`config.mk`:
```
export PLATFORM = sky130hd
export DESIGN_NAME = dm_run_control_flat
export DESIGN_NICKNAME = d
export VERILOG_FILES = /design/src/rtl/dm_run_control_if.sv /design/src/rtl/dm_run_control.sv /design/src/flat_wrapper.sv
export SDC_FILE = /design/constraint.sdc
export NUM_CORES = 1
export LEC_CHECK = 0
export CAP_MARGIN = 20
export CORE_MARGIN = 4
export CORE_UTILIZATION = 35
export CTS_CLUSTER_DIAMETER = 200
export DETAILED_ROUTE_END_ITERATION = 8
export DONT_BUFFER_PORTS = 1
export PLACE_DENSITY = 0.53
export SYNTH_ARGS = -nofsm -noshare
export SYNTH_HDL_FRONTEND = slang
export SYNTH_SLANG_ARGS = --single-unit
```
`constraint.sdc`:
```
create_clock -name clk_i -period 2.16 [get_ports clk_i]
set_input_delay 0.324 -clock clk_i [delete_from_list [all_inputs] [get_ports clk_i]]
set_output_delay 0.324 -clock clk_i [all_outputs]
set_load 0.005 [all_outputs]
```
`src/rtl/dm_run_control_if.sv`:
```
// Debug-module run-control bundle: host command handshake, core debug
// handshake and the run-state status flags. Signal names keep the
// module-side direction suffixes.
interface dm_run_control_if;
  logic       host_cmd_valid_i;
  logic [1:0] host_cmd_i;
  logic       host_cmd_ready_o;

  logic       dm_halt_req_o;
  logic       dm_step_req_o;
  logic       dm_halt_ack_i;
  logic       dm_resume_ack_i;
  logic       dm_ebreak_i;
  logic       dm_step_exec_i;

  logic       status_running_o;
  logic       status_halted_o;
  logic       status_busy_o;
  logic       status_resumeack_o;
  logic [1:0] status_cause_o;
  logic [1:0] status_err_o;

  // Host/core side: drives commands and acknowledges, observes requests and status.
  modport master (
    output host_cmd_valid_i, host_cmd_i,
    output dm_halt_ack_i, dm_resume_ack_i, dm_ebreak_i, dm_step_exec_i,
    input  host_cmd_ready_o, dm_halt_req_o, dm_step_req_o,
    input  status_running_o, status_halted_o, status_busy_o,
    input  status_resumeack_o, status_cause_o, status_err_o
  );

  // Run-control block side.
  modport slave (
    input  host_cmd_valid_i, host_cmd_i,
    input  dm_halt_ack_i, dm_resume_ack_i, dm_ebreak_i, dm_step_exec_i,
    output host_cmd_ready_o, dm_halt_req_o, dm_step_req_o,
    output status_running_o, status_halted_o, status_busy_o,
    output status_resumeack_o, status_cause_o, status_err_o
  );
endinterface

```
`src/rtl/dm_run_control.sv`:
```
// Debug-module run control: sequences halt / resume / single-step handshakes
// with the core, bounds every handshake with an acknowledge timeout and keeps
// sticky status (halt cause, resume-ack, first error). Every output is a flop
// loaded from the decode of the next state, so no input reaches an output
// combinationally.
module dm_run_control #(
  parameter int unsigned ACK_TIMEOUT = 1024
) (
  input logic              clk_i,
  input logic              reset_i,
  dm_run_control_if.slave  bus
);

  localparam int unsigned    CNT_W    = $clog2(ACK_TIMEOUT) + 1;
  localparam logic [CNT_W-1:0] CNT_LAST = CNT_W'(ACK_TIMEOUT - 1);
  localparam logic [CNT_W-1:0] CNT_ONE  = CNT_W'(1);
  localparam logic [CNT_W-1:0] CNT_ZERO = CNT_W'(0);

  localparam logic [1:0] CMD_HALT   = 2'b00;
  localparam logic [1:0] CMD_RESUME = 2'b01;
  localparam logic [1:0] CMD_STEP   = 2'b10;
  localparam logic [1:0] CMD_CLR    = 2'b11;

  localparam logic [1:0] CAUSE_NONE    = 2'b00;
  localparam logic [1:0] CAUSE_HALTREQ = 2'b01;
  localparam logic [1:0] CAUSE_STEP    = 2'b10;
  localparam logic [1:0] CAUSE_EBREAK  = 2'b11;

  localparam logic [1:0] ERR_NONE    = 2'b00;
  localparam logic [1:0] ERR_TIMEOUT = 2'b01;
  localparam logic [1:0] ERR_ILLEGAL = 2'b10;

  typedef enum logic [2:0] {
    ST_RUNNING    = 3'd0,
    ST_HALT_REQ   = 3'd1,
    ST_HALTED     = 3'd2,
    ST_RESUME_REQ = 3'd3,
    ST_STEP_REQ   = 3'd4
  } state_e;

  state_e           state_q, state_d;
  logic [CNT_W-1:0] cnt_q, cnt_d;
  logic [1:0]       cause_q, cause_d;
  logic [1:0]       pend_q, pend_d;
  logic [1:0]       err_q, err_d;
  logic             resumeack_q, resumeack_d;
  logic             step_flag_q, step_flag_d;
  logic             ready_q, ready_d;
  logic             halt_req_q, halt_req_d;
  logic             step_req_q, step_req_d;
  logic             running_q, running_d;
  logic             halted_q, halted_d;
  logic             busy_q, busy_d;

  logic             cmd_acc_s;
  logic             timeout_s;
  logic             step_done_s;
  logic             in_wait_s;

  // ready_q already encodes "state is RUNNING or HALTED"
  assign cmd_acc_s   = bus.host_cmd_valid_i & ready_q;
  assign timeout_s   = (cnt_q == CNT_LAST);
  assign step_done_s = bus.dm_halt_ack_i & (step_flag_q | bus.dm_step_exec_i);
  assign in_wait_s   = (state_q == ST_HALT_REQ) || (state_q == ST_RESUME_REQ) ||
                       (state_q == ST_STEP_REQ);

  // State, sticky status and registered outputs; reset aborts any handshake.
  always_ff @(posedge clk_i or negedge reset_i) begin
    if (!reset_i) begin
      state_q     <= ST_RUNNING;
      cnt_q       <= CNT_ZERO;
      cause_q     <= CAUSE_NONE;
      pend_q      <= CAUSE_NONE;
      err_q       <= ERR_NONE;
      resumeack_q <= 1'b0;
      step_flag_q <= 1'b0;
      ready_q     <= 1'b1;
      halt_req_q  <= 1'b0;
      step_req_q  <= 1'b0;
      running_q   <= 1'b1;
      halted_q    <= 1'b0;
      busy_q      <= 1'b0;
    end else begin
      state_q     <= state_d;
      cnt_q       <= cnt_d;
      cause_q     <= cause_d;
      pend_q      <= pend_d;
      err_q       <= err_d;
      resumeack_q <= resumeack_d;
      step_flag_q <= step_flag_d;
      ready_q     <= ready_d;
      halt_req_q  <= halt_req_d;
      step_req_q  <= step_req_d;
      running_q   <= running_d;
      halted_q    <= halted_d;
      busy_q      <= busy_d;
    end
  end

  // Next-state: ebreak beats a same-cycle HALT, an ack beats a same-cycle timeout.
  always_comb begin
    state_d = state_q;
    case (state_q)
      ST_RUNNING: begin
        if (bus.dm_ebreak_i) begin
          state_d = ST_HALT_REQ;
        end else if (cmd_acc_s && (bus.host_cmd_i == CMD_HALT)) begin
          state_d = ST_HALT_REQ;
        end else begin
          state_d = ST_RUNNING;
        end
      end
      ST_HALT_REQ: begin
        if (bus.dm_halt_ack_i) begin
          state_d = ST_HALTED;
        end else if (timeout_s) begin
          state_d = ST_RUNNING;
        end else begin
          state_d = ST_HALT_REQ;
        end
      end
      ST_HALTED: begin
        if (cmd_acc_s && (bus.host_cmd_i == CMD_RESUME)) begin
          state_d = ST_RESUME_REQ;
        end else if (cmd_acc_s && (bus.host_cmd_i == CMD_STEP)) begin
          state_d = ST_STEP_REQ;
        end else begin
          state_d = ST_HALTED;
        end
      end
      ST_RESUME_REQ: begin
        if (bus.dm_resume_ack_i) begin
          state_d = ST_RUNNING;
        end else if (timeout_s) begin
          state_d = ST_HALTED;
        end else begin
          state_d = ST_RESUME_REQ;
        end
      end
      ST_STEP_REQ: begin
        if (step_done_s) begin
          state_d = ST_HALTED;
        end else if (timeout_s) begin
          state_d = ST_HALTED;
        end else begin
          state_d = ST_STEP_REQ;
        end
      end
      default: state_d = ST_RUNNING;
    endcase
  end

  // Wait counter, halt cause, sticky error / resume-ack and step-executed flag.
  always_comb begin
    cnt_d       = CNT_ZERO;
    cause_d     = cause_q;
    pend_d      = pend_q;
    err_d       = err_q;
    resumeack_d = resumeack_q;
    step_flag_d = step_flag_q;

    // Counts only while staying in a wait state; any entry starts from zero.
    if (in_wait_s && (state_d == state_q)) begin
      cnt_d = cnt_q + CNT_ONE;
    end else begin
      cnt_d = CNT_ZERO;
    end

    case (state_q)
      ST_RUNNING: begin
        if (bus.dm_ebreak_i) begin
          pend_d = CAUSE_EBREAK;
        end else if (cmd_acc_s && (bus.host_cmd_i == CMD_HALT)) begin
          pend_d = CAUSE_HALTREQ;
        end else begin
          pend_d = pend_q;
        end
        if (cmd_acc_s) begin
          case (bus.host_cmd_i)
            CMD_RESUME, CMD_STEP: begin
              resumeack_d = 1'b0;
              if (err_q == ERR_NONE) begin
                err_d = ERR_ILLEGAL;
              end else begin
                err_d = err_q;
              end
            end
            CMD_CLR: begin
              err_d       = ERR_NONE;
              resumeack_d = 1'b0;
            end
            default: begin
              err_d       = err_q;
              resumeack_d = resumeack_q;
            end
          endcase
        end else begin
          err_d = err_q;
        end
      end
      ST_HALT_REQ: begin
        if (bus.dm_halt_ack_i) begin
          cause_d = pend_q;
        end else if (timeout_s && (err_q == ERR_NONE)) begin
          err_d = ERR_TIMEOUT;
        end else begin
          cause_d = cause_q;
        end
      end
      ST_HALTED: begin
        if (cmd_acc_s) begin
          case (bus.host_cmd_i)
            CMD_RESUME: resumeack_d = 1'b0;
            CMD_STEP: begin
              resumeack_d = 1'b0;
              step_flag_d = 1'b0;
            end
            CMD_CLR: begin
              err_d       = ERR_NONE;
              resumeack_d = 1'b0;
            end
            default: resumeack_d = resumeack_q;
          endcase
        end else begin
          resumeack_d = resumeack_q;
        end
      end
      ST_RESUME_REQ: begin
        if (bus.dm_resume_ack_i) begin
          resumeack_d = 1'b1;
          cause_d     = CAUSE_NONE;
        end else if (timeout_s && (err_q == ERR_NONE)) begin
          err_d = ERR_TIMEOUT;
        end else begin
          resumeack_d = resumeack_q;
        end
      end
      ST_STEP_REQ: begin
        if (step_done_s) begin
          cause_d     = CAUSE_STEP;
          step_flag_d = 1'b0;
        end else if (timeout_s) begin
          step_flag_d = 1'b0;
          if (err_q == ERR_NONE) begin
            err_d = ERR_TIMEOUT;
          end else begin
            err_d = err_q;
          end
        end else if (bus.dm_step_exec_i) begin
          step_flag_d = 1'b1;
        end else begin
          step_flag_d = step_flag_q;
        end
      end
      default: begin
        step_flag_d = 1'b0;
        pend_d      = CAUSE_NONE;
      end
    endcase
  end

  // Output decode of the next state, loaded into the output flops.
  always_comb begin
    ready_d    = 1'b0;
    halt_req_d = 1'b0;
    step_req_d = 1'b0;
    running_d  = 1'b0;
    halted_d   = 1'b0;
    busy_d     = 1'b0;
    case (state_d)
      ST_RUNNING: begin
        ready_d   = 1'b1;
        running_d = 1'b1;
      end
      ST_HALT_REQ: begin
        halt_req_d = 1'b1;
        busy_d     = 1'b1;
      end
      ST_HALTED: begin
        ready_d    = 1'b1;
        halt_req_d = 1'b1;
        halted_d   = 1'b1;
      end
      ST_RESUME_REQ: begin
        busy_d = 1'b1;
      end
      ST_STEP_REQ: begin
        halt_req_d = 1'b1;
        step_req_d = 1'b1;
        busy_d     = 1'b1;
      end
      default: begin
        ready_d   = 1'b1;
        running_d = 1'b1;
      end
    endcase
  end

  assign bus.host_cmd_ready_o   = ready_q;
  assign bus.dm_halt_req_o      = halt_req_q;
  assign bus.dm_step_req_o      = step_req_q;
  assign bus.status_running_o   = running_q;
  assign bus.status_halted_o    = halted_q;
  assign bus.status_busy_o      = busy_q;
  assign bus.status_resumeack_o = resumeack_q;
  assign bus.status_cause_o     = cause_q;
  assign bus.status_err_o       = err_q;

endmodule

```
`src/flat_wrapper.sv`:
```
// flat-port wrapper written by rule: the top's interface ports become plain ports
module dm_run_control_flat 
#(
  parameter int unsigned ACK_TIMEOUT = 1024
)
  (clk_i, reset_i, bus_host_cmd_valid_i, bus_host_cmd_i, bus_dm_halt_ack_i, bus_dm_resume_ack_i, bus_dm_ebreak_i, bus_dm_step_exec_i, bus_host_cmd_ready_o, bus_dm_halt_req_o, bus_dm_step_req_o, bus_status_running_o, bus_status_halted_o, bus_status_busy_o, bus_status_resumeack_o, bus_status_cause_o, bus_status_err_o);
  dm_run_control_if bus_i ();
  input logic clk_i;
  input logic reset_i;
  input wire logic [$bits(bus_i.host_cmd_valid_i)-1:0] bus_host_cmd_valid_i;
  input wire logic [$bits(bus_i.host_cmd_i)-1:0] bus_host_cmd_i;
  input wire logic [$bits(bus_i.dm_halt_ack_i)-1:0] bus_dm_halt_ack_i;
  input wire logic [$bits(bus_i.dm_resume_ack_i)-1:0] bus_dm_resume_ack_i;
  input wire logic [$bits(bus_i.dm_ebreak_i)-1:0] bus_dm_ebreak_i;
  input wire logic [$bits(bus_i.dm_step_exec_i)-1:0] bus_dm_step_exec_i;
  output wire logic [$bits(bus_i.host_cmd_ready_o)-1:0] bus_host_cmd_ready_o;
  output wire logic [$bits(bus_i.dm_halt_req_o)-1:0] bus_dm_halt_req_o;
  output wire logic [$bits(bus_i.dm_step_req_o)-1:0] bus_dm_step_req_o;
  output wire logic [$bits(bus_i.status_running_o)-1:0] bus_status_running_o;
  output wire logic [$bits(bus_i.status_halted_o)-1:0] bus_status_halted_o;
  output wire logic [$bits(bus_i.status_busy_o)-1:0] bus_status_busy_o;
  output wire logic [$bits(bus_i.status_resumeack_o)-1:0] bus_status_resumeack_o;
  output wire logic [$bits(bus_i.status_cause_o)-1:0] bus_status_cause_o;
  output wire logic [$bits(bus_i.status_err_o)-1:0] bus_status_err_o;
  assign bus_i.host_cmd_valid_i = bus_host_cmd_valid_i;
  assign bus_i.host_cmd_i = bus_host_cmd_i;
  assign bus_i.dm_halt_ack_i = bus_dm_halt_ack_i;
  assign bus_i.dm_resume_ack_i = bus_dm_resume_ack_i;
  assign bus_i.dm_ebreak_i = bus_dm_ebreak_i;
  assign bus_i.dm_step_exec_i = bus_dm_step_exec_i;
  assign bus_host_cmd_ready_o = bus_i.host_cmd_ready_o;
  assign bus_dm_halt_req_o = bus_i.dm_halt_req_o;
  assign bus_dm_step_req_o = bus_i.dm_step_req_o;
  assign bus_status_running_o = bus_i.status_running_o;
  assign bus_status_halted_o = bus_i.status_halted_o;
  assign bus_status_busy_o = bus_i.status_busy_o;
  assign bus_status_resumeack_o = bus_i.status_resumeack_o;
  assign bus_status_cause_o = bus_i.status_cause_o;
  assign bus_status_err_o = bus_i.status_err_o;
  dm_run_control #(.ACK_TIMEOUT(ACK_TIMEOUT)) u_core (.clk_i(clk_i), .reset_i(reset_i), .bus(bus_i));
endmodule
```
==> results.sh <==
export IMPL_fp_row_count=23
export IMPL_die_h_um=72.76
export IMPL_finalCritPeriodShare_pct=81.55
export IMPL_power_leakage_nw=0.7270
export IMPL_skew_ps=6.317
export IMPL_initialDrtViolationCount=32
export IMPL_grt_pass1_vias=1125
export IMPL_synth_seq_area_share_pct=47.91
export IMPL_ctsRootBufferMaster="clkbuf_8"
export IMPL_outcome="complete, no violations"
export IMPL_dp_cells=194
export IMPL_grt_pass1_wl_mm=5.388
export IMPL_grt_max_degree=29
export IMPL_fin_area_um2=1615
export IMPL_slowest_delay_ps=530
export IMPL_antenna_found_initial=0
export IMPL_cts_buffers=3
export IMPL_vias=1064
export IMPL_finalPower_mw=1.753
export IMPL_clk_pin_slew_ps=100
export IMPL_synth_top_cell_area_share_pct=44.33
export IMPL_cp_top_family="compound AO/OA/AOI/OAI gates"
export IMPL_peakVddDrop_v=0.0006217
export IMPL_post_cts_buffers=0
export IMPL_synth_distinct_cells=42
export IMPL_rsz0062_at_grt="false"
export IMPL_synth_cell_area_um2=1468
export IMPL_synth_fp_nets=162
export IMPL_synth_edf_count=0
export IMPL_final_util_pct=40.09
export IMPL_postCtsResizedCells=0
export IMPL_fp_dieArea_um2=5293
export IMPL_ys_warn_count=0
export IMPL_fin_tns_setup_ps=0
export IMPL_final_setup_viol_count=0
export IMPL_crit_path_top_delay_cell="dfrtp_1"
export IMPL_routed_wl_mm=2.969
export IMPL_path_buf_inv=0
export IMPL_worstSetupEndpointType="flip-flop"
export IMPL_gp_congestion=0.8107
export IMPL_syn2layout_area_growth_pct=10.06
export IMPL_hold_violations=0
export IMPL_place_area_um2=1514
export IMPL_vias_per_cell=5.320
export IMPL_crit_required_ps=2350
export IMPL_crit_type="flip-flop to flip-flop"
export IMPL_slew_headroom_pct=74.11
export IMPL_cts_tree="done"
export IMPL_overflow=0
export IMPL_avgSynthCellArea_um2=9.984
export IMPL_die_x_um=72.76
export IMPL_crit_path_max_fanout=12
export IMPL_yosys_area_top_type="dfrtp_1"
export IMPL_slew_viol_final=0
export IMPL_place_ws_ps=398.5
export IMPL_power_density_nw_per_um2=1085
export IMPL_setup_slack_ps=398.5
export IMPL_hold_path_class="input port to flip-flop"
export IMPL_timing_fmax_mhz=567.7
export IMPL_clock_sinks=28
export IMPL_instances_no_fill=200
export IMPL_initial_core_util_pct=36.43
export IMPL_async_flop_share_pct=100.0
export IMPL_maxCapViolCount=0
export IMPL_core_um2=4029
export IMPL_drcViolationCount=0
export IMPL_synthCells=147
export IMPL_numPortBuffers=0
export IMPL_worst_pin_slew_ps=388.4
export IMPL_cp_cell_sequence="nor2_2 > a32o_2 > a22o_4 > o2111ai_2 > o211ai_1"
export IMPL_fin_crit_ps=1762
export IMPL_grt_total_usage_pct=13.08
export IMPL_wire_per_inst_um=14.85
export IMPL_synth_top_cells_by_area="dfrtp_1 44%, nor2_1 5.6%, ha_1 5.1%, dfstp_2 3.6%, xor2_1 3.0%"
export IMPL_hpwl_mm=2.226
export IMPL_diodes=0
export IMPL_worstPathArrival_ps=1950
export IMPL_synth_seq_cells=28
export IMPL_first_pass_iters=5
export IMPL_cts_htree_levels=1
export IMPL_hold_ws_ps=239.4
export IMPL_synth_ff_type="dfrtp_1"
export IMPL_drive_above_1_share_pct=14.00
export IMPL_clk_latency_ps=280
export IMPL_ant_nets=0
export IMPL_postCtsHoldBufs=2
export IMPL_start_kind="flip-flop"
export IMPL_clk_path_buf_depth=2
export IMPL_fin_nets=166
export IMPL_io_pins=20
[power by group]
part / internal (mW) / switching [mW]
combinational: 0.226 / 0.308
sequential: 0.666 / 0.141
clock: 0.248 / 0.162
total: 1.14 / 0.612
[layout make-up]
type / count / area [um^2]
clock buffers: 3 / 41.29
clock inverters: 1 / 30.03
flip-flops and latches: 28 / 703.2
well taps: 50 / 62.56
multi-input cells: 105 / 699.4
fillers: 406 / 2414
repair buffers: 4 / 45.04
inverters: 9 / 33.78
[flip-flops by register name, indices dropped and copies added (netlist names)]
| signal | count |
|---|---|
| u_core.bus.dm_halt_req_o | 1 |
| u_core.bus.dm_step_req_o | 1 |
| u_core.bus.host_cmd_ready_o | 1 |
| u_core.bus.status_busy_o | 1 |
| u_core.bus.status_cause_o | 2 |
| u_core.bus.status_err_o | 2 |
| u_core.bus.status_halted_o | 1 |
| u_core.bus.status_resumeack_o | 1 |
| u_core.bus.status_running_o | 1 |
| u_core.cnt_q | 11 |
| u_core.pend_q | 2 |
| u_core.state_q | 3 |
| u_core.step_flag_q | 1 |
[cell usage after synthesis, types with 2 or more instances]
cell type	n
dfstp_2	2
xnor2_1	3
and3_1	4
nand2_1	11
nor2b_1	3
buf_2	4
nor2_1	22
dfrtp_1	26
o21ai_1	2
nand4b_1	2
nand3_1	6
inv_2	2
xor2_1	5
mux2_1	2
a21oi_1	2
o21ai_0	7
ha_1	6
nand4_1	3
inv_1	7
a31oi_1	5
o2111ai_1	2
[per-layer routing]
layer | GRT usage [%] | vias up | wire length, um | part of all wire [%]
met4 | 4.303 | 0 | 25 | 0.84
met1 | 16.57 | 530 | 1352 | 46
met5 | 0 | - | 0 | 0
li1 | - | 519 | - | -
met2 | 21.84 | 11 | 1493 | 50
met3 | 3.168 | 4 | 97 | 3.3
[path summary, 6_finish.rpt]
path	from	endpoint	slack, ps	cells after the start
worst max-delay path	u_core.state_q[0]	u_core.bus.dm_halt_req_o	400	5
worst min-delay path	bus_dm_resume_ack_i	u_core.bus.status_resumeack_o	240	2
worst max register to register	u_core.state_q[0]	u_core.bus.dm_halt_req_o	400	5
worst min register to register	u_core.cnt_q[0]	u_core.cnt_q[0]	480	1
max in group asynchronous	reset_i	u_core.bus.host_cmd_ready_o	1450	2
min in group asynchronous	reset_i	u_core.cnt_q[9]	480	2
[cell usage in the layout, fill, tap and decap left out, types with 2 or more instances in the layout]
cell       instances
nand4b_1           2
nand2_1           11
mux2_1             2
o21ai_0            7
dfrtp_1           26
nand3_1            6
nor2b_1            3
o2111ai_1          2
a21oi_1            2
nor2_1            22
inv_2              2
ha_1               6
dfstp_2            2
a31oi_1            5
clkbuf_8           3
buf_4              2
o21ai_1            2
xor2_1             5
xnor2_1            3
inv_1              7
and3_1             4
nand4_1            3
[logic make-up (layout without fill, tap and decap cells)]
family | after synthesis | after routing | share of synthesized area (%)
adders and majority gates | 6 | 6 | 5.115
muxes | 4 | 4 | 2.984
buffers and inverters | 14 | 17 | 4.434
DFF | 28 | 28 | 47.91
AOI/OAI and AO/OA | 27 | 27 | 13.56
xor gates and xnor gates | 8 | 8 | 4.774
and+or+nand+nor | 60 | 60 | 21.23
Note: power is estimated with default switching activity, not from simulation.
